**config.mk**
```make
export PLATFORM = sky130hd
export DESIGN_NAME = rgb_to_yuv444_flat
export DESIGN_NICKNAME = d
export VERILOG_FILES = /design/src/rtl/videox_color_pkg.sv /design/src/rtl/nasti_stream_channel.sv /design/src/rtl/nasti_stream_buf.sv /design/src/rtl/rgb_to_yuv444.sv /design/src/flat_wrapper.sv
export SDC_FILE = /design/constraint.sdc
export NUM_CORES = 1
export LEC_CHECK = 0
export CORE_MARGIN = 4
export CORE_UTILIZATION = 65
export DETAILED_ROUTE_END_ITERATION = 6
export GPL_ROUTABILITY_DRIVEN = 0
export PLACE_DENSITY = 0.85
export SETUP_SLACK_MARGIN = 0.05
export SYNTH_ARGS = -nofsm -noshare
export SYNTH_HDL_FRONTEND = slang
export SYNTH_SLANG_ARGS = --single-unit
```
**constraint.sdc**
```tcl
create_clock -name aclk -period 18.66 [get_ports aclk]
set_input_delay 3.732 -clock aclk [delete_from_list [all_inputs] [get_ports aclk]]
set_output_delay 3.732 -clock aclk [all_outputs]
set_load 0.01 [all_outputs]
```
**src/rtl/videox_color_pkg.sv**
```systemverilog
// Shared colour-conversion constants, pixel layout and saturation helper
// for the BT.601 RGB <-> Y'UV stream converters.
package videox_color_pkg;

  localparam int signed KY_R = 66;
  localparam int signed KY_G = 129;
  localparam int signed KY_B = 25;
  localparam int signed KU_R = -38;
  localparam int signed KU_G = -74;
  localparam int signed KU_B = 112;
  localparam int signed KV_R = 112;
  localparam int signed KV_G = -94;
  localparam int signed KV_B = -18;

  localparam int signed Y_OFF = 16;
  localparam int signed C_OFF = 128;
  localparam int signed RND   = 128;

  // a is the most significant byte, d lands in byte0 of the 32-bit pixel.
  typedef struct packed {
    logic [7:0] a;
    logic [7:0] b;
    logic [7:0] c;
    logic [7:0] d;
  } pix32_t;

  function automatic logic [7:0] clamp8(input int v);
    if (v < 0) begin
      return 8'd0;
    end else if (v > 255) begin
      return 8'd255;
    end else begin
      return v[7:0];
    end
  endfunction

endpackage

```
**src/rtl/nasti_stream_channel.sv**
```systemverilog
// AXI-stream style channel bundle used between video blocks.
// valid/ready: a beat transfers on a rising aclk edge where t_valid & t_ready;
// once t_valid is raised the master holds all payload fields until that edge.
interface nasti_stream_channel #(
  parameter int DATA_WIDTH = 64,
  parameter int DEST_WIDTH = 1
);
  logic                    t_valid;
  logic                    t_ready;
  logic [DATA_WIDTH-1:0]   t_data;
  logic [DATA_WIDTH/8-1:0] t_strb;
  logic [DATA_WIDTH/8-1:0] t_keep;
  logic                    t_last;
  logic [DEST_WIDTH-1:0]   t_dest;

  modport master (
    output t_valid, t_data, t_strb, t_keep, t_last, t_dest,
    input  t_ready
  );

  modport slave (
    input  t_valid, t_data, t_strb, t_keep, t_last, t_dest,
    output t_ready
  );
endinterface

```
**src/rtl/nasti_stream_buf.sv**
```systemverilog
// Registered stream buffer; the single-entry form accepts a new beat in the
// same cycle its stored beat leaves, so it sustains one beat per cycle.
module nasti_stream_buf #(
  parameter int BUF_SIZE   = 1,
  parameter int DATA_WIDTH = 64,
  parameter int DEST_WIDTH = 1
) (
  input logic                 aclk,
  input logic                 aresetn,
  nasti_stream_channel.slave  src,
  nasti_stream_channel.master dst
);

  generate
    if (BUF_SIZE == 1) begin : g_single
      logic                    full;
      logic                    push;
      logic [DATA_WIDTH-1:0]   data_q;
      logic [DATA_WIDTH/8-1:0] strb_q;
      logic [DATA_WIDTH/8-1:0] keep_q;
      logic                    last_q;
      logic [DEST_WIDTH-1:0]   dest_q;

      assign src.t_ready = !full || dst.t_ready;
      assign push        = src.t_valid && src.t_ready;

      always_ff @(posedge aclk or negedge aresetn) begin
        if (!aresetn) begin
          full <= 1'b0;
        end else if (push) begin
          full <= 1'b1;
        end else if (dst.t_ready) begin
          full <= 1'b0;
        end
      end

      always_ff @(posedge aclk) begin
        if (push) begin
          data_q <= src.t_data;
          strb_q <= src.t_strb;
          keep_q <= src.t_keep;
          last_q <= src.t_last;
          dest_q <= src.t_dest;
        end
      end

      assign dst.t_valid = full;
      assign dst.t_data  = data_q;
      assign dst.t_strb  = strb_q;
      assign dst.t_keep  = keep_q;
      assign dst.t_last  = last_q;
      assign dst.t_dest  = dest_q;
    end else begin : g_unsupported
      $error("nasti_stream_buf: only BUF_SIZE=1 is implemented");
    end
  endgenerate

endmodule

```
**src/rtl/rgb_to_yuv444.sv**
```systemverilog
// Streaming RGB888 -> packed Y'UV444 converter (BT.601 integer), two pixels
// per 64-bit beat, four-stage elastic pipeline behind a one-entry input buffer.
module rgb_to_yuv444
  import videox_color_pkg::*;
#(
  parameter int DATA_WIDTH = 64,
  parameter int DEST_WIDTH = 1
) (
  input logic                 aclk,
  input logic                 aresetn,
  nasti_stream_channel.slave  src,
  nasti_stream_channel.master dst
);

  localparam int NPIX = DATA_WIDTH / 32;

  nasti_stream_channel #(.DATA_WIDTH(DATA_WIDTH), .DEST_WIDTH(DEST_WIDTH)) bch ();

  nasti_stream_buf #(
    .BUF_SIZE  (1),
    .DATA_WIDTH(DATA_WIDTH),
    .DEST_WIDTH(DEST_WIDTH)
  ) u_buf (
    .aclk   (aclk),
    .aresetn(aresetn),
    .src    (src),
    .dst    (bch)
  );

  // Stage valids: to_mult (LATCH), to_add (MULT), to_clamp (SUM), out_valid (OUT).
  logic to_mult, to_add, to_clamp, out_valid;
  logic last_m, last_a, last_c, out_last;
  logic en_latch, en_mult, en_sum, en_out;

  // A stage may load when it is empty or its contents move on this cycle.
  assign en_out   = !out_valid || dst.t_ready;
  assign en_sum   = !to_clamp  || en_out;
  assign en_mult  = !to_add    || en_sum;
  assign en_latch = !to_mult   || en_mult;

  assign bch.t_ready = en_latch;

  always_ff @(posedge aclk or negedge aresetn) begin
    if (!aresetn) begin
      to_mult   <= 1'b0;
      to_add    <= 1'b0;
      to_clamp  <= 1'b0;
      out_valid <= 1'b0;
      out_last  <= 1'b0;
    end else begin
      if (en_latch) to_mult   <= bch.t_valid;
      if (en_mult)  to_add    <= to_mult;
      if (en_sum)   to_clamp  <= to_add;
      if (en_out)   out_valid <= to_clamp;
      if (en_out && to_clamp) out_last <= last_c;
    end
  end

  always_ff @(posedge aclk) begin
    if (en_latch && bch.t_valid) last_m <= bch.t_last;
    if (en_mult && to_mult)      last_a <= last_m;
    if (en_sum && to_add)        last_c <= last_a;
  end

  logic [DATA_WIDTH-1:0] out_data;

  for (genvar p = 0; p < NPIX; p++) begin : g_lane
    pix32_t     in_pix;
    pix32_t     out_pix;
    int         r_q, g_q, b_q;
    int         ry, gy, by, ru, gu, bu, rv, gv, bv;
    int         y_q, u_q, v_q;
    logic [7:0] y_o, u_o, v_o;
    logic       unused_byte3;

    assign in_pix       = bch.t_data[32*p +: 32];
    assign unused_byte3 = ^in_pix.a;

    always_ff @(posedge aclk) begin
      if (en_latch && bch.t_valid) begin
        r_q <= {24'd0, in_pix.d};
        g_q <= {24'd0, in_pix.c};
        b_q <= {24'd0, in_pix.b};
      end
      if (en_mult && to_mult) begin
        ry <= KY_R * r_q;  gy <= KY_G * g_q;  by <= KY_B * b_q;
        ru <= KU_R * r_q;  gu <= KU_G * g_q;  bu <= KU_B * b_q;
        rv <= KV_R * r_q;  gv <= KV_G * g_q;  bv <= KV_B * b_q;
      end
      // Signed sums with >>> give floor division by 256 for negative chroma.
      if (en_sum && to_add) begin
        y_q <= (ry + gy + by + RND) >>> 8;
        u_q <= (ru + gu + bu + RND) >>> 8;
        v_q <= (rv + gv + bv + RND) >>> 8;
      end
      if (en_out && to_clamp) begin
        y_o <= clamp8(y_q + Y_OFF);
        u_o <= clamp8(u_q + C_OFF);
        v_o <= clamp8(v_q + C_OFF);
      end
    end

    assign out_pix = '{a: 8'h00, b: y_o, c: u_o, d: v_o};
    assign out_data[32*p +: 32] = out_pix;
  end

  logic unused_bch;
  assign unused_bch = ^{bch.t_strb, bch.t_keep, bch.t_dest};

  assign dst.t_valid = out_valid;
  assign dst.t_last  = out_last;
  assign dst.t_data  = out_data;
  assign dst.t_strb  = '1;
  assign dst.t_keep  = '1;
  assign dst.t_dest  = '0;

  // Partially strobed beats are converted anyway; flag them in simulation.
  a_full_strobe : assert property (@(posedge aclk) disable iff (!aresetn)
    src.t_valid |-> ((&src.t_keep) && (&src.t_strb)))
    else $error("rgb_to_yuv444: src beat with t_keep/t_strb not all ones");

endmodule
```
**src/flat_wrapper.sv**
```systemverilog
// flat-port wrapper written by rule: the top's interface ports become plain ports
module rgb_to_yuv444_flat import videox_color_pkg::*;
#(
  parameter int DATA_WIDTH = 64,
  parameter int DEST_WIDTH = 1
)
  (aclk, aresetn, src_t_valid, src_t_data, src_t_strb, src_t_keep, src_t_last, src_t_dest, src_t_ready, dst_t_valid, dst_t_data, dst_t_strb, dst_t_keep, dst_t_last, dst_t_dest, dst_t_ready);
  nasti_stream_channel #(.DATA_WIDTH(DATA_WIDTH), .DEST_WIDTH(DEST_WIDTH)) src_i ();
  nasti_stream_channel #(.DATA_WIDTH(DATA_WIDTH), .DEST_WIDTH(DEST_WIDTH)) dst_i ();
  input logic aclk;
  input logic aresetn;
  input wire logic [$bits(src_i.t_valid)-1:0] src_t_valid;
  input wire logic [$bits(src_i.t_data)-1:0] src_t_data;
  input wire logic [$bits(src_i.t_strb)-1:0] src_t_strb;
  input wire logic [$bits(src_i.t_keep)-1:0] src_t_keep;
  input wire logic [$bits(src_i.t_last)-1:0] src_t_last;
  input wire logic [$bits(src_i.t_dest)-1:0] src_t_dest;
  output wire logic [$bits(src_i.t_ready)-1:0] src_t_ready;
  output wire logic [$bits(dst_i.t_valid)-1:0] dst_t_valid;
  output wire logic [$bits(dst_i.t_data)-1:0] dst_t_data;
  output wire logic [$bits(dst_i.t_strb)-1:0] dst_t_strb;
  output wire logic [$bits(dst_i.t_keep)-1:0] dst_t_keep;
  output wire logic [$bits(dst_i.t_last)-1:0] dst_t_last;
  output wire logic [$bits(dst_i.t_dest)-1:0] dst_t_dest;
  input wire logic [$bits(dst_i.t_ready)-1:0] dst_t_ready;
  assign src_i.t_valid = src_t_valid;
  assign src_i.t_data = src_t_data;
  assign src_i.t_strb = src_t_strb;
  assign src_i.t_keep = src_t_keep;
  assign src_i.t_last = src_t_last;
  assign src_i.t_dest = src_t_dest;
  assign src_t_ready = src_i.t_ready;
  assign dst_t_valid = dst_i.t_valid;
  assign dst_t_data = dst_i.t_data;
  assign dst_t_strb = dst_i.t_strb;
  assign dst_t_keep = dst_i.t_keep;
  assign dst_t_last = dst_i.t_last;
  assign dst_t_dest = dst_i.t_dest;
  assign dst_i.t_ready = dst_t_ready;
  rgb_to_yuv444 #(.DATA_WIDTH(DATA_WIDTH), .DEST_WIDTH(DEST_WIDTH)) u_core (.aclk(aclk), .aresetn(aresetn), .src(src_i), .dst(dst_i));
endmodule
```
==> results of run 1 <==
-- critical path, stage by stage --
cell	delay, ns
clkdlybuf4s50_1	0.40
nor2b_1	0.41
nand4_1	0.22
inv_1	0.10
nand2_1	0.09
clkdlybuf4s50_1	0.49
-- final timing paths --
path                                                 start                       to  slack [ns]
max in group asynchronous                          aresetn            u_core.to_add       15.01
worst min register to register  u_core.u_buf.dst.t_data[4]  u_core.g_lane[0].r_q[4]        0.41
min in group asynchronous                          aresetn          u_core.to_clamp        3.38
worst max-delay path                           dst_t_ready              src_t_ready        9.49
worst min-delay path            u_core.u_buf.dst.t_data[4]  u_core.g_lane[0].r_q[4]        0.41
worst max register to register     u_core.g_lane[1].r_q[5]  u_core.g_lane[1].ru[14]       13.69
-- through the flow --
| stage | worst slack (ns) | std cells | hold WS, ns | util |
|---|---|---|---|---|
| 2_1_floorplan | 8.900 | 2919 | 0.4003 | - |
| 3_3_place_gp | 9.555 | 3675 | 0.4011 | 0.6948 |
| 3_5_place_dp | 9.497 | 3675 | 0.4045 | 0.6948 |
| 4_1_cts | 9.471 | 3771 | 0.4116 | 0.7274 |
| 5_1_grt | 9.310 | 3771 | 0.4132 | 0.7274 |
| 6_report | 9.487 | 3771 | 0.4107 | 0.7274 |
-- final cells by class --
cell class / count / area (um2) / share of cell area
multi-input combinational: 1831 / 17830 / 0.4628
timing repair buffer: 109 / 1076 / 0.02792
sequential: 500 / 14980 / 0.3889
tap: 688 / 860.8 / 0.02234
inverter: 547 / 2053 / 0.05328
clock buffer: 60 / 1374 / 0.03565
clock inverter: 36 / 352.8 / 0.009157
-- flip-flops by register name (all words and copies together) (netlist names), 16 cells and up --
| signal | cells |
|---|---|
| u_core.g_lane.b_q | 16 |
| u_core.g_lane.bu | 18 |
| u_core.g_lane.bv | 28 |
| u_core.g_lane.by | 24 |
| u_core.g_lane.g_q | 16 |
| u_core.g_lane.gu | 32 |
| u_core.g_lane.gv | 30 |
| u_core.g_lane.gy | 24 |
| u_core.g_lane.r_q | 16 |
| u_core.g_lane.ru | 30 |
| u_core.g_lane.rv | 20 |
| u_core.g_lane.ry | 24 |
| u_core.g_lane.u_o | 16 |
| u_core.g_lane.u_q | 48 |
| u_core.g_lane.v_o | 16 |
| u_core.g_lane.v_q | 48 |
| u_core.g_lane.y_o | 16 |
| u_core.g_lane.y_q | 20 |
| u_core.u_buf.dst.t_data | 48 |
-- cells by family after synthesis --
family / share of synthesized area
fa+ha+maj: 0.3236
buf+inv: 0.06667
flops: 0.4279
simple gates: 0.06060
compound gates: 0.07435
xor+xnor: 0.04477
mux: 0.001965
other cells: 0.0002144
-- placed cells by master (no fill, tap or decap), drive strengths merged, types with 6 or more instances in the layout --
cell / n
clkinv: 23
conb: 33
a21boi: 9
o21bai: 31
o22ai: 6
nor4: 6
a211oi: 6
a21oi: 125
and3: 15
buf: 6
o21ai: 68
nor3: 70
clkbuf: 60
dfrtp: 6
xor2: 52
and2: 9
a31oi: 11
nor2b: 26
inv: 549
fa: 196
clkdlybuf4s50: 103
or3: 19
nand3: 47
nand4: 19
a41oi: 6
ha: 592
nand2: 79
bufinv: 6
nand2b: 16
o21a: 55
xnor2: 127
o31ai: 6
a21o: 53
nor2: 109
edfxtp: 494
-- metal layers --
layer	vias to the layer above	global-route usage	wire length, um
li1	10200	-	-
met1	10410	0.3439	29720
met2	635	0.4046	32920
met3	146	0.03831	4155
met4	2	0.06681	1788
met5	-	0	17
-- cells in the mapped netlist (7+ instances only) --
cell type / n / area, um2
a21oi_1: 125 / 625.6
and3_1: 14 / 87.58
nand2_1: 79 / 296.5
a31oi_1: 11 / 68.82
or3_1: 17 / 106.4
nor2_1: 109 / 409.1
and2_1: 9 / 56.30
ha_1: 592 / 7407
o21a_1: 55 / 412.9
nand3_1: 45 / 225.2
o21ai_1: 7 / 35.03
nor2b_1: 26 / 162.7
inv_1: 547 / 2053
xnor2_1: 127 / 1112
o21bai_1: 30 / 225.2
nor3_1: 69 / 345.3
fa_1: 196 / 3924
edfxtp_1: 494 / 14830
nand4_1: 17 / 106.4
xor2_1: 52 / 455.4
a21boi_0: 9 / 67.56
o21ai_0: 61 / 305.3
a21o_1: 53 / 397.9
buf_4: 33 / 247.7
nand2b_1: 16 / 100.1
==> results.yml, run 1 <==
outcome:
  status: "finished, violations left"
  violations: "DRC"
synthesis:
  synth-edff-count: 494
  ys.warnings.count: 0
  syn_area_um2: 35020
  synthCells: 2888
  ys_ff_latch: 500
  ys.flop_type: "edfxtp_1"
  ys_async_sr_fraction: 0.01200
  yosysSeqAreaShare: 0.4279
  ys_types: 67
  synth.avg_cell_area_um2: 12.13
worst_setup_path:
  cp_max_fo: 5
  crit_path_start_kind: "input port"
  reg2reg_depth: 15
  cp_data_required_time_ns: 14.93
  path_class: "in2out"
  crit_arrival_ns: 5.44
  end_kind: "output pin"
route:
  drc: 6
  vias: 21390
  via_per_inst: 5.673
  drt_iter0_markers: 1483
  wl_per_cell_um: 18.19
  postRouteAntennaNets: 0
  first_pass_iters: 7
  wl_mm: 68.60
global_route:
  track_usage: 0.2452
  antenna_found_initial: 2
  overflow: 0
  grt_max_degree: 81
  grt_pass1_vias: 22120
  grt_pass1_wl_mm: 112.7
sta:
  tightestPinTransition_ns: 1.124
  setup_viol: 0
  rsz0062_at_grt: "false"
  slew_viol_final: 0
  relSlewSlack: 0.2507
  max_freq_mhz: 109.0
  fin_crit_sh: 0.4916
  hold_viol_final: 0
  fin_crit_ns: 9.173
  skew_ns: 0.03083
  fin_setup_tns_ns: 0
clock_network:
  cts-root-buf: "clkbuf_16"
  cts_resized: 0
  numCtsBuffers: 54
  clock-sinks: 500
  post_cts.repair.setup_buffers: 0
  insertion_delay_ns: 0.62
  holdBufCountCts: 0
  clock_tree.buffer_depth: 3
  clkTransAtPathRegs_ns: 0.06
  htree_num_levels: 2
  cts_tree: "yes"
cells_and_area:
  insertedDiodeCount: 0
  drive_above_1_share: 0.03827
  fin_area_um2: 38530
  fillers: 3396
  area_delta_synth_final_pct: 10.03
  finalNetCount: 3917
floorplanning:
  die_h_um: 240.1
  io_pins: 170
  core-area_um2: 52970
  die_x_um: 240.1
  die_area_um2: 57660
  rows: 84
  initial_utilization: 0.6611
placed_design:
  dp.final_hpwl_mm: 52.70
  port_buffers: 103
  placed_cell_area_um2: 36810
hold_path:
  worstHoldPathType: "reg2reg"
  holdPathStages: 0
run:
  maxCapViolCount: 0
Power of run 1 is left out: the tool's default activity adds up to more than one toggle a clock period on the data nets, which glitch-free logic cannot reach.
==> inputs of run 2 (changes only) <==
- CORE_UTILIZATION: 65 -> 56
- PLACE_DENSITY: 0.85 -> 0.78
- clock period: 18.66 -> 7.7 ns (I/O delays scaled with it)
==> run 2 against run 1 <==
Effect of this change:
- the run now ends clean
- count of clock-buffer cells in the layout up 13
- global-route usage fell by 3.8 points
- highest routed layer is now met4
- setup slack worse by 6.5 ns
- critical path depth is the same
- flip-flop and latch count unchanged
- via count is 0.96% lower
- sequential share of layout area down 0.30 points
- hold slack better by 0.0047 ns
- final area grew 0.78%
==> results.yml, run 2 (synthesis results as in run 1) <==
outcome:
  status: "finished clean"
worst_setup_path:
  crit_arrival_ns: 3.22
  reg2reg_depth: 15
  path_class: "in2out"
  end_kind: "output pin"
  crit_chain: "clkdlybuf4s50_1 -> nor2b_1 -> nand4_1 -> inv_1 -> nand2_1 -> clkdlybuf4s50_1"
  cp_max_fo: 5
  worst-path-buf-inv: 3
  rrSetupSlack_ns: 2.96
  r2r-end: "u_core.g_lane[1].ru[14]"
  critical_path.slowest_cell: "clkdlybuf4s50_1"
  worst_path_dominant_cell_family: "buffers and inverters"
  critPathMaxStageDelay_ns: 0.49
  cp_data_required_time_ns: 6.16
  path_common_cell: "clkdlybuf4s50_1"
  crit_path_start_kind: "input port"
  r2r-start: "u_core.g_lane[1].r_q[5]"
route:
  drt_iter0_markers: 1236
  wl_per_cell_um: 17.21
  wl_mm: 67.53
  wl_met2_mm: 31.69
  drc: 0
  wl_met3_mm: 3.114
  met1_length_mm: 30.74
  via_per_inst: 5.399
  first_pass_iters: 5
  vias: 21190
  postRouteAntennaNets: 0
  highest_layer: "met4"
power:
  ir_drop_mv: 0.2720
  p_leak_uw: 0.01772
  p_per_area_nw_per_um2: 478.4
  switchingPower_uw: 7660
  power.internal_uw: 10920
  comb_power_share: 0.566
  sw_frac_of_total: 0.4123
  pwr-share-seq: 0.290
  clock_power_share: 0.144
clock_network:
  cts_tree: "yes"
  htree_num_levels: 2
  clkTransAtPathRegs_ns: 0.06
  clock_tree.buffer_depth: 3
  holdBufCountCts: 0
  insertion_delay_ns: 0.61
  cts-root-buf: "clkbuf_16"
  numCtsBuffers: 54
  cts_resized: 0
  post_cts.repair.setup_buffers: 0
  clock-sinks: 500
cells_and_area:
  utilization: 0.6281
  insertedDiodeCount: 0
  finalNetCount: 3916
  area_delta_synth_final_pct: 10.89
  final_cell_mix: "ha_1 (592), inv_1 (547), edfxtp_1 (494)"
  fillers: 4643
  drive_above_1_share: 0.03855
  layout_commonest_cell: "ha_1"
global_route:
  grt_max_degree: 178
  overflow: 0
  antenna_found_initial: 1
  track_usage: 0.2071
  grt_pass1_vias: 22260
  grt_pass1_wl_mm: 112.1
floorplanning:
  initial_utilization: 0.5664
  io_pins: 170
  rows: 91
  die_area_um2: 66600
  die_x_um: 258.1
  core-area_um2: 61830
  die_h_um: 258.1
placed_design:
  dp.final_hpwl_mm: 52.55
  port_buffers: 103
run:
  maxCapViolCount: 0
hold_path:
  hp-start: "u_core.u_buf.dst.t_data[38]"
  worstHoldPathType: "reg2reg"
  holdPathStages: 0
  whs_endpoint: "u_core.g_lane[1].r_q[6]"
sta:
  hold_viol_final: 0
  fin_setup_tns_ns: 0
  fin_crit_ns: 4.755
  skew_ns: 0.02008
  hold_ws_ns: 0.4154
  fin_crit_sh: 0.6175
  tightestPinTransition_ns: 1.077
  relSlewSlack: 0.2821
  slew_viol_final: 0
  rsz0062_at_grt: "false"
  max_freq_mhz: 210.3
  setup_viol: 0
## run 2: cell count changes in the layout (fill, tap and decap cells not counted), sizes merged
cell	delta
clkinv	-5
clkinvlp	-2
bufinv	+1
inv	-2
clkbuf	+13
buf	-1
## run 2: worst max path at each step
| stage | start | endpoint | slack [ns] | cells past startpoint |
|---|---|---|---|---|
| 2_1_floorplan | dst_t_ready | u_core.g_lane[0].bu[10] | 0.13 | 3 |
| 3_3_place_gp | dst_t_ready | src_t_ready | 3.01 | 6 |
| 3_5_place_dp | dst_t_ready | src_t_ready | 2.95 | 6 |
| 4_1_cts | dst_t_ready | src_t_ready | 2.95 | 6 |
| 5_1_grt | u_core.g_lane[1].r_q[5] | u_core.g_lane[1].ru[14] | 2.66 | 15 |
| 6_report | dst_t_ready | src_t_ready | 2.94 | 6 |
## run 2: metrics by stage
step                      area [um2]  setup WS, ns  total power [uW]  std cells
after floorplan                35140        0.1319             13060       2919
after global placement         37000         3.014             15150       3823
after detailed placement       37000         2.954             15810       3823
after CTS                      38830         2.954             18650       3924
after global routing           38830         2.662             20290       3924
final                          38830         2.945             18580       3924
## run 2: layer usage
| layer | up-vias | GRT usage |
|---|---|---|
| met5 | - | 0 |
| met2 | 483 | 0.3414 |
| met1 | 10370 | 0.2880 |
| met3 | 132 | 0.02697 |
| met4 | 0 | 0.06692 |
| li1 | 10200 | - |
## run 2: area by class of cell
cell class	instances	area, um2	area share
inverters	547	2053	0.05287
well taps	837	1047	0.02697
multi-input cells	1831	17830	0.4592
flip-flops and latches	500	14980	0.3859
clock buffers	73	1516	0.03905
clock inverters	28	319.1	0.008216
repair buffers	108	1081	0.02784
## run 2: power by group through the flow
stage / Clock, uW / Sequential (uW) / Combinational, uW
floorplan: 0 / 5300 / 7760
global placement: 0 / 5380 / 9770
detailed placement: 0 / 5440 / 10400
CTS: 2730 / 5390 / 10500
global route: 2850 / 5490 / 12000
finish: 2670 / 5390 / 10500
Power figures use the tool's default switching activity.
